## config.mk

```make
export PLATFORM = sky130hd
export DESIGN_NAME = postadder
export DESIGN_NICKNAME = d
export VERILOG_FILES = /design/src/rtl/postadder_pkg.sv /design/src/rtl/postadder_poly_adder.sv /design/src/rtl/postadder.sv
export SDC_FILE = /design/constraint.sdc
export NUM_CORES = 1
export LEC_CHECK = 0
export ABC_AREA = 1
export CAP_MARGIN = 5
export CORE_AREA = 5 5 381 196
export CTS_CLUSTER_SIZE = 20
export DETAILED_ROUTE_END_ITERATION = 7
export DIE_AREA = 0 0 386 201
export PLACE_DENSITY = 0.89
export SYNTH_ARGS = -nofsm -noshare
export SYNTH_HDL_FRONTEND = slang
export SYNTH_HIERARCHICAL = 1
export SYNTH_SLANG_ARGS = --single-unit
```

## constraint.sdc

```tcl
create_clock -name clk -period 13.4 [get_ports clk]
set_clock_uncertainty 0.15 [all_clocks]
set_input_delay 2.68 -clock clk [delete_from_list [all_inputs] [get_ports clk]]
set_output_delay 2.68 -clock clk [all_outputs]
set_load 0.1 [all_outputs]
```

## src/rtl/postadder_pkg.sv

```systemverilog
// Shared types for the post-multiplier combiner: redundant L3 polynomial,
// mode encodings, result-select tags and coefficient-wise add/sub helpers.
package PARAMS_BN254_d0;

  localparam int NUM_COEF    = 4;
  localparam int COEF_W      = 16;
  localparam int NUM_THREADS = 4;

  typedef logic [COEF_W-1:0] coef_t;
  typedef coef_t [NUM_COEF-1:0] redundant_poly_L3;

  typedef enum logic [1:0] {
    MODE_PASS = 2'b00,
    MODE_KARA = 2'b01,
    MODE_PAIR = 2'b10,
    MODE_RSVD = 2'b11
  } mode_e;

  typedef enum logic [1:0] {
    SEL_PASS = 2'd0,
    SEL_ADD  = 2'd1,
    SEL_SUB0 = 2'd2,
    SEL_SUB1 = 2'd3
  } sel_e;

  // Coefficients wrap independently; the redundant form is never reduced here.
  function automatic redundant_poly_L3 poly_add(input redundant_poly_L3 a,
                                                input redundant_poly_L3 b);
    redundant_poly_L3 r;
    for (int i = 0; i < NUM_COEF; i++) r[i] = a[i] + b[i];
    return r;
  endfunction

  function automatic redundant_poly_L3 poly_sub(input redundant_poly_L3 a,
                                                input redundant_poly_L3 b);
    redundant_poly_L3 r;
    for (int i = 0; i < NUM_COEF; i++) r[i] = a[i] - b[i];
    return r;
  endfunction

endpackage

```

## src/rtl/postadder_poly_adder.sv

```systemverilog
// Coefficient-wise redundant L3 adder/subtractor (z = a +/- b), LATENCY register
// stages, always accepts; no backpressure.
module poly_adder_L3_L3
  import PARAMS_BN254_d0::*;
#(
  parameter int LATENCY  = 1,
  parameter bit SUBTRACT = 1'b0
) (
  input  logic             clk,
  input  redundant_poly_L3 a,
  input  redundant_poly_L3 b,
  output redundant_poly_L3 z
);

  redundant_poly_L3 res_d;

  always_comb begin
    res_d = SUBTRACT ? poly_sub(a, b) : poly_add(a, b);
  end

  generate
    if (LATENCY == 0) begin : g_comb
      assign z = res_d;
    end else begin : g_pipe
      redundant_poly_L3 pipe_q [LATENCY];
      always_ff @(posedge clk) begin
        pipe_q[0] <= res_d;
        for (int i = 1; i < LATENCY; i++) pipe_q[i] <= pipe_q[i-1];
      end
      assign z = pipe_q[LATENCY-1];
    end
  endgenerate

endmodule

```

## src/rtl/postadder.sv

```systemverilog
// Per-thread Karatsuba/pairwise combiner for multiplier products; every result
// appears exactly 2 cycles after its beat; accepts a beat every cycle, no backpressure.
module postadder
  import PARAMS_BN254_d0::*;
(
  input  logic             clk,
  input  logic             rstn,
  input  logic             valid_in,
  input  logic [1:0]       thread,
  input  logic [1:0]       mode,
  input  logic             clear,
  input  redundant_poly_L3 P,
  output logic             valid_out,
  output logic [1:0]       thread_out,
  output redundant_poly_L3 Z,
  output logic             seq_err
);

  redundant_poly_L3 s0_q [NUM_THREADS];
  redundant_poly_L3 s0_d [NUM_THREADS];
  redundant_poly_L3 s1_q [NUM_THREADS];
  redundant_poly_L3 s1_d [NUM_THREADS];
  logic [1:0]       cnt_q [NUM_THREADS];
  logic [1:0]       cnt_d [NUM_THREADS];
  mode_e            lmode_q [NUM_THREADS];
  mode_e            lmode_d [NUM_THREADS];

  mode_e            mode_n;
  logic [1:0]       cur_cnt;
  logic             emit;
  logic             err;
  sel_e             sel;

  logic             v1_q, err1_q;
  logic [1:0]       thr1_q;
  sel_e             sel1_q;
  redundant_poly_L3 p1_q;

  logic             valid_out_q, valid_out_d;
  logic [1:0]       thread_out_q, thread_out_d;
  logic             seq_err_q, seq_err_d;
  redundant_poly_L3 z_q, z_d;

  redundant_poly_L3 s0_rd, s1_rd, add_z, sub0_z, sub1_z;

  assign s0_rd = s0_q[thread];
  assign s1_rd = s1_q[thread];

  always_comb begin
    s0_d    = s0_q;
    s1_d    = s1_q;
    cnt_d   = cnt_q;
    lmode_d = lmode_q;
    emit    = 1'b0;
    err     = 1'b0;
    sel     = SEL_PASS;
    cur_cnt = cnt_q[thread];
    case (mode)
      2'b01:   mode_n = MODE_KARA;
      2'b10:   mode_n = MODE_PAIR;
      default: mode_n = MODE_PASS;
    endcase

    if (valid_in) begin
      lmode_d[thread] = mode_n;
      // A mode switch mid-sequence abandons the partial result and restarts.
      if (cur_cnt != 2'd0 && mode_n != lmode_q[thread]) begin
        err            = 1'b1;
        cur_cnt        = 2'd0;
        cnt_d[thread]  = 2'd0;
      end
      case (mode_n)
        MODE_KARA: begin
          case (cur_cnt)
            2'd0: begin
              s0_d[thread]  = P;
              cnt_d[thread] = 2'd1;
            end
            2'd1: begin
              s1_d[thread]  = poly_add(s0_q[thread], P);
              cnt_d[thread] = 2'd2;
              emit          = 1'b1;
              sel           = SEL_SUB0;
            end
            default: begin
              cnt_d[thread] = 2'd0;
              emit          = 1'b1;
              sel           = SEL_SUB1;
            end
          endcase
        end
        MODE_PAIR: begin
          if (cur_cnt == 2'd0) begin
            s0_d[thread]  = P;
            cnt_d[thread] = 2'd1;
          end else begin
            cnt_d[thread] = 2'd0;
            emit          = 1'b1;
            sel           = SEL_ADD;
          end
        end
        default: begin
          emit = 1'b1;
          sel  = SEL_PASS;
        end
      endcase
    end

    if (clear) begin
      for (int t = 0; t < NUM_THREADS; t++) cnt_d[t] = 2'd0;
    end
  end

  poly_adder_L3_L3 #(.LATENCY(1), .SUBTRACT(1'b0)) u_add (
    .clk (clk), .a (s0_rd), .b (P),     .z (add_z)
  );
  poly_adder_L3_L3 #(.LATENCY(1), .SUBTRACT(1'b1)) u_sub0 (
    .clk (clk), .a (s0_rd), .b (P),     .z (sub0_z)
  );
  poly_adder_L3_L3 #(.LATENCY(1), .SUBTRACT(1'b1)) u_sub1 (
    .clk (clk), .a (P),     .b (s1_rd), .z (sub1_z)
  );

  always_comb begin
    valid_out_d  = v1_q;
    thread_out_d = thr1_q;
    seq_err_d    = err1_q;
    z_d          = '0;
    if (v1_q) begin
      case (sel1_q)
        SEL_ADD:  z_d = add_z;
        SEL_SUB0: z_d = sub0_z;
        SEL_SUB1: z_d = sub1_z;
        default:  z_d = p1_q;
      endcase
    end
  end

  always_ff @(posedge clk or negedge rstn) begin
    if (!rstn) begin
      for (int t = 0; t < NUM_THREADS; t++) begin
        cnt_q[t]   <= 2'd0;
        lmode_q[t] <= MODE_PASS;
      end
      v1_q         <= 1'b0;
      err1_q       <= 1'b0;
      thr1_q       <= 2'd0;
      sel1_q       <= SEL_PASS;
      valid_out_q  <= 1'b0;
      thread_out_q <= 2'd0;
      seq_err_q    <= 1'b0;
      z_q          <= '0;
    end else begin
      cnt_q        <= cnt_d;
      lmode_q      <= lmode_d;
      v1_q         <= valid_in & emit;
      err1_q       <= err;
      thr1_q       <= thread;
      sel1_q       <= sel;
      valid_out_q  <= valid_out_d;
      thread_out_q <= thread_out_d;
      seq_err_q    <= seq_err_d;
      z_q          <= z_d;
    end
  end

  // Operand storage and the pass-through copy carry no reset.
  always_ff @(posedge clk) begin
    s0_q <= s0_d;
    s1_q <= s1_d;
    p1_q <= P;
  end

  assign valid_out  = valid_out_q;
  assign thread_out = thread_out_q;
  assign seq_err    = seq_err_q;
  assign Z          = z_q;

endmodule

```

==> flow_summary_export.csv, run 1 <==
group,metric,value,unit
global_route,use_met1,0.4428,
sta,min_period,7.339,ns
flow_run,drv_cap,0,
drt,firstDrtPassIters,6,
clock_network,ctsHoldBuffers,0,
drt,via_count,33249,
synth,synthTopCellsByArea,"edfxtp_1 (37%), nand2_1 (14%), dfxtp_1 (12%), ha_1 (7.3%), inv_1 (5.6%)",
floorplan,dieArea,77590,sq um
clock_network,cts_buffer_depth,3,
drt,first_iter_violations,4336,
finish,most-common-layout-cells,"nand2_1 (1551), inv_1 (627), edfxtp_1 (512)",
synth,synth-main-ff-cell,"edfxtp_1",
power,peakVddDrop,98.16,uV
synth,async_reset_ff_frac,0.1049,
synth,synth_warnings,6,
critical_path,r2r_end,"s0_q[47]",
finish,final_common_cell,"nand2_1",
clock_network,post_cts_buffers,0,
worst_hold_path,hp-start,"thr1_q[1]",
sta,worst_slew_pin_slew,1.138,ns
drt,antenna_left,0,
drt,vias_per_cell,5.771,
critical_path,reg2reg_slack,10.10,ns
sta,slew_headroom,0.2412,
synth,synth-seq-cells,858,
critical_path,reg2reg_depth,8,
clock_network,cts_tree,"built",
sta,finalSetupTns,0,ns
placed_design,portBuffers,139,
global_route,grtUsageTotal,0.2898,
global_route,met2_usage,0.4186,
sta,finalSetupViolations,0,
sta,fmax,136.3,MHz
finish,nets,5056,
sta,rsz0062_at_grt,"no",
placed_design,post_dp_cell_area,44560,sq um
worst_hold_path,min_path_type,"register to register",
synth,ys_types,41,
worst_hold_path,holdPathStages,0,
critical_path,path_class,"primary input to register",
finish,layout-drive-gt1-share,0.05703,
placed_design,dp_slack,5.607,ns
global_route,top_usage_layer,"met1",
synth,seq_area_frac_synth,0.5408,
clock_network,numCtsBuffers,75,
finish,instances_no_fill,5761,
global_route,use_met3,0.06861,
sta,setup_ws,6.061,ns
outcome,status,"completed",
clock_network,htreeDepth,3,
floorplan,rows,70,
synth,synth.largest_area_cell,"edfxtp_1",
clock_network,cts_resized,0,
floorplan,start_util,0.5880,
power,leakagePower,21.54,nW
sta,slew_viol_final,0,
synth,yosys.area.top_type_share,0.3654,
finish,filler_cell_count,5443,
critical_path,critPathRequiredTime,13.66,ns
synth,synthCells,4573,
critical_path,cp.arrival,7.60,ns
critical_path,end_kind,"register",
synth,syn_area,42070,sq um
sta,fin_crit_sh,0.5477,
global_route,gr-total-overflow,0,
drt,drc,0,
worst_hold_path,whs_endpoint,"thread_out[1]",
finish,syn2layout_area_growth,11.93,%
placed_design,place.gp.congestion,0.9496,
critical_path,crit_fanout,49,
clock_network,path_clk_slew,0.06,ns
clock_network,clock_latency,0.65,ns
drt,routed_wirelength,114000,um
critical_path,reg2reg_from,"cnt_q[5]",
clock_network,cts_sinks,858,
global_route,grt_pass1_vias,31168,
floorplan,die_y,201,um
floorplan,die_w,386,um
placed_design,dp.final_hpwl,78080,um
synth,synth_edf_count,512,
critical_path,critPathLaunchType,"primary input",
placed_design,place_inst,5619,
floorplan,core_area,71560,sq um
global_route,grt_max_degree,66,
clock_network,cts_root_buf,"clkbuf_16",
global_route,grt_first_pass_wirelength,176000,um
finish,fin_area,47090,sq um
drt,drt-wirelength-per-cell,19.78,um
floorplan,io_pins,140,
synth,avgSynthCellArea,9.201,sq um
global_route,antenna_found_initial,2,
power,powerDensity,140.1,nW/um^2
synth,synth_fp_nets,4905,
sta,final_hold_viol_count,0,
## layout make-up
cell class                      count  area (sq um)  share of cell area
Antenna cell                        2         5.005           0.0001063
Clock buffer                       96          2068             0.04392
Clock inverter                     44         455.4            0.009671
Inverter                          654          2460             0.05223
Multi-Input combinational cell   2973         16570              0.3520
Sequential cell                   858         22750              0.4831
Tap cell                          972          1216             0.02583
Timing Repair Buffer              162          1562             0.03316
## stage by stage
stage          utilization  hold WS, ns  total power [mW]
3_3_place_gp        0.6228       0.1838             4.300
5_1_grt             0.6581       0.2045             6.862
3_5_place_dp        0.6228       0.1847             4.347
2_1_floorplan            -       0.1812             3.967
6_report            0.6581       0.1987             6.600
4_1_cts             0.6581       0.1996             6.581
## power breakdown
group | internal, mW | switching [mW]
Combinational | 0.372 | 0.881
Sequential | 3.04 | 0.0540
Clock | 1.23 | 1.02
## metal layers
| metal | routed length, um | part of all wire |
|---|---|---|
| met1 | 50150 | 0.44 |
| met2 | 47820 | 0.42 |
| met3 | 13780 | 0.12 |
| met4 | 2224 | 0.020 |
| met5 | 0 | 0 |
## how the worst max path moves through the flow
| stage | cells after the start | start | slack (ns) | end |
|---|---|---|---|---|
| after global placement | 16 | thread[0] | 5.74 | s1_q[191] |
| after detailed placement | 14 | thread[0] | 5.61 | s1_q[123] |
| after global routing | 16 | thread[0] | 5.87 | s1_q[63] |
| after CTS | 14 | thread[0] | 6.23 | s1_q[59] |
| after floorplan | 10 | thread[0] | 6.52 | s1_q[0] |
| final | 14 | thread[0] | 6.06 | s1_q[59] |
## flip-flops by register name, indices dropped and copies added, names as in the netlist
signal and count:
sel1_q 2, cnt_q 8, seq_err 1, s1_q 256
Z 64, v1_q 1, u_sub0/g_pipe.pipe_q 64, thr1_q 2
u_sub1/g_pipe.pipe_q 64, thread_out 2, p1_q 64, err1_q 1
lmode_q 8, u_add/g_pipe.pipe_q 64, s0_q 256, valid_out 1
## cells by family (layout without fill, tap and decap cells)
kind of cell	count (synthesis)	after routing	synth area share
AOI/OAI and AO/OA	503	503	0.07919
xor gates and xnor gates	148	148	0.03081
adders and majority gates	260	260	0.08017
and+or+nand+nor	2062	2062	0.2019
other	0	2	0
DFF	858	858	0.5408
buffers and inverters	742	956	0.06721
## worst max-delay path, stage by stage
cell and delay (ns):
clkdlybuf4s50_1 0.79, nand2_1 0.17, inv_4 0.44, buf_4 0.57, buf_4 0.62, nand2_1 0.13
nand3_1 0.32, ha_1 0.24, a21oi_1 0.08, nand2_1 0.10, a21oi_1 0.16, o21ai_0 0.61
a21oi_1 0.18, xnor2_1 0.40
## cell usage after synthesis, drive strengths merged, types with 4 or more instances
library cell	instances
a41oi	64
o21ai	35
edfxtp	512
inv	654
xor2	110
nor3	44
nor2	154
xnor2	38
a22oi	202
o31ai	8
or2	12
nand4	29
ha	244
a21oi	179
nand3b	10
nand3	212
a21o	6
nand2	1599
buf	39
fa	16
o2111ai	4
clkbuf	49
dfrtp	90
dfxtp	256
Note: power is estimated with default switching activity, not from simulation.
==> run 2: changes to the inputs <==
--- a/config.mk
+++ b/config.mk
@@ -7,11 +7,11 @@
 export LEC_CHECK = 0
 export ABC_AREA = 1
 export CAP_MARGIN = 5
-export CORE_AREA = 5 5 381 196
+export CORE_AREA = 5 5 394 202
 export CTS_CLUSTER_SIZE = 20
 export DETAILED_ROUTE_END_ITERATION = 7
-export DIE_AREA = 0 0 386 201
-export PLACE_DENSITY = 0.89
+export DIE_AREA = 0 0 399 207
+export PLACE_DENSITY = 0.87
 export SYNTH_ARGS = -nofsm -noshare
 export SYNTH_HDL_FRONTEND = slang
 export SYNTH_HIERARCHICAL = 1
==> constraint.sdc (replaced) <==
create_clock -name clk -period 6 [get_ports clk]
set_clock_uncertainty 0.15 [all_clocks]
set_input_delay 1.2 -clock clk [delete_from_list [all_inputs] [get_ports clk]]
set_output_delay 1.2 -clock clk [all_outputs]
set_load 0.1 [all_outputs]
==> run 2 against run 1 <==
Worst setup slack got worse by 4.8 ns. Via count increased by 0.69%. Utilization fell by 3.4 points. Sequential power grew 120%. Clock-buffer cell count up 5. Largest power group unchanged.
==> flow_summary_export.csv, run 2 (synthesis results as in run 1) <==
group,metric,value,unit
drt,drt-wirelength-per-cell,20.07,um
sta,worst_slew_pin_slew,1.076,ns
floorplan,io_pins,140,
sta,final_hold_viol_count,0,
power,leakagePower,21.74,nW
finish,filler_cell_count,5997,
global_route,antenna_found_initial,3,
clock_network,cts_tree,"built",
finish,layout-drive-gt1-share,0.06030,
sta,slew_headroom,0.2825,
finish,antenna_cells,0,
clock_network,numCtsBuffers,75,
global_route,grtUsageTotal,0.2800,
sta,min_period,4.743,ns
placed_design,place.gp.congestion,0.9815,
power,p_sw_frac,0.2947,
floorplan,dieArea,82590,sq um
sta,slew_viol_final,0,
critical_path,critPathRequiredTime,6.29,ns
finish,final_common_cell,"nand2_1",
clock_network,clock_latency,0.66,ns
drt,drc,0,
global_route,grt_max_degree,65,
critical_path,crit_top_cell,"a21oi_1",
drt,top_layer,"met4",
drt,vias_per_cell,5.728,
drt,via_count,33478,
drt,antenna_left,0,
critical_path,cp.arrival,5.03,ns
critical_path,crit_fanout,40,
critical_path,cp.depth,12,
global_route,gr-total-overflow,0,
critical_path,slowest_stage,"clkdlybuf4s50_1",
clock_network,post_cts_buffers,0,
worst_hold_path,holdPathStages,0,
floorplan,die_y,207,um
clock_network,htreeDepth,3,
floorplan,start_util,0.5527,
finish,most-common-layout-cells,"nand2_1 (1551), inv_1 (628), edfxtp_1 (512)",
finish,seqCellArea,22750,sq um
placed_design,portBuffers,139,
critical_path,worstPathCellList,"clkdlybuf4s50_1, nand2_2, inv_4, buf_4, a22oi_1, nand3_1, ha_1, a21oi_1, a21boi_0, o21ai_0, a21oi_1, xor2_1",
critical_path,critPathLaunchType,"primary input",
finish,utilization,0.6244,
flow_run,drv_cap,0,
global_route,grt_first_pass_wirelength,181700,um
drt,first_iter_violations,4732,
critical_path,path_class,"primary input to register",
power,pwr-share-seq,0.466,
critical_path,reg2reg_depth,10,
clock_network,cts_buffer_depth,3,
clock_network,cts_root_buf,"clkbuf_16",
power,p_clk_frac,0.342,
sta,finalSetupTns,0,ns
drt,routed_wirelength,117300,um
critical_path,end_kind,"register",
drt,firstDrtPassIters,8,
drt,met1Wirelength,52310,um
sta,fmax,210.8,MHz
sta,rsz0062_at_grt,"no",
global_route,grt_pass1_vias,31830,
placed_design,dp.final_hpwl,81210,um
sta,finalSetupViolations,0,
floorplan,rows,72,
finish,top_regs,"s0_q x256, s1_q x256",
clock_network,cts_sinks,858,
finish,multi_input_area,16570,sq um
critical_path,path_delay_family,"buffers and inverters",
critical_path,critPathBufInv,3,
drt,route.met3.wl,14700,um
clock_network,cts_resized,0,
power,p_switching,4.371,mW
worst_hold_path,min_path_type,"register to register",
power,p_comb_frac,0.191,
outcome,status,"completed",
finish,nets,5080,
power,p_total,14.83,mW
sta,fin_crit_sh,0.7905,
critical_path,max_stage_delay,0.82,ns
power,intPower,10.46,mW
floorplan,core_area,76120,sq um
power,peakVddDrop,197.0,uV
power,powerDensity,312.0,nW/um^2
clock_network,path_clk_slew,0.07,ns
finish,syn2layout_area_growth,12.97,%
clock_network,ctsHoldBuffers,0,
drt,wl_met2,47840,um
floorplan,die_w,399,um
[run 2: cell count changes in the layout (fill, tap and decap cells not counted), sizes merged]
cell,delta
clkbuf,+5
diode,-2
bufinv,+1
clkinvlp,-6
buf,+24
clkinv,-2
[run 2: worst reg2reg max path: cells and delay by family, from the launching register on]
kind / cells / cell delay, ns
flops: 1 / 0.37
simple gates: 5 / 0.71
compound gates: 3 / 0.85
fa+ha+maj: 1 / 0.54
xor+xnor: 1 / 0.30
[run 2: path summary, 6_finish.rpt]
path / from / endpoint / slack, ns
worst max-delay path: thread[0] / s1_q[41] / 1.26
worst min-delay path: thr1_q[1] / thread_out[1] / 0.20
worst max register to register: s0_q[193] / s1_q[74] / 2.86
worst min register to register: thr1_q[1] / thread_out[1] / 0.20
max in group asynchronous: rstn / Z[20] / 4.10
min in group asynchronous: rstn / Z[44] / 0.41
[run 2: cell type report]
type / count / area share
clock buffers: 101 / 0.04462
clock inverters: 37 / 0.008871
inverters: 654 / 0.05175
multi-input cells: 2973 / 0.3487
flip-flops and latches: 858 / 0.4787
well taps: 1036 / 0.02727
repair buffers: 186 / 0.04007
[run 2: routing by layer]
metal  vias up  GRT usage
met4         0    0.06607
met3       180    0.06217
li1      15463          -
met5         -          0
met2      1989     0.3919
met1     15846     0.4418
[run 2: metrics by stage]
step	cell area, sq um	std cells	hold slack [ns]	setup WS, ns
2_1_floorplan	42070	4573	0.1812	0.5996
6_report	47530	5845	0.2040	1.257
3_5_place_dp	44990	5707	0.1847	0.7793
5_1_grt	47530	5845	0.2112	1.088
3_3_place_gp	44990	5707	0.1828	0.9364
4_1_cts	47530	5845	0.2030	1.286
[run 2: power groups by stage]
stage	sequential (mW)	clock, mW	combinational, mW
2_1_floorplan	7.19	0	1.67
3_3_place_gp	7.03	0	2.64
3_5_place_dp	7.03	0	2.73
4_1_cts	6.91	5.13	2.75
5_1_grt	6.95	5.39	3.09
6_report	6.91	5.08	2.84
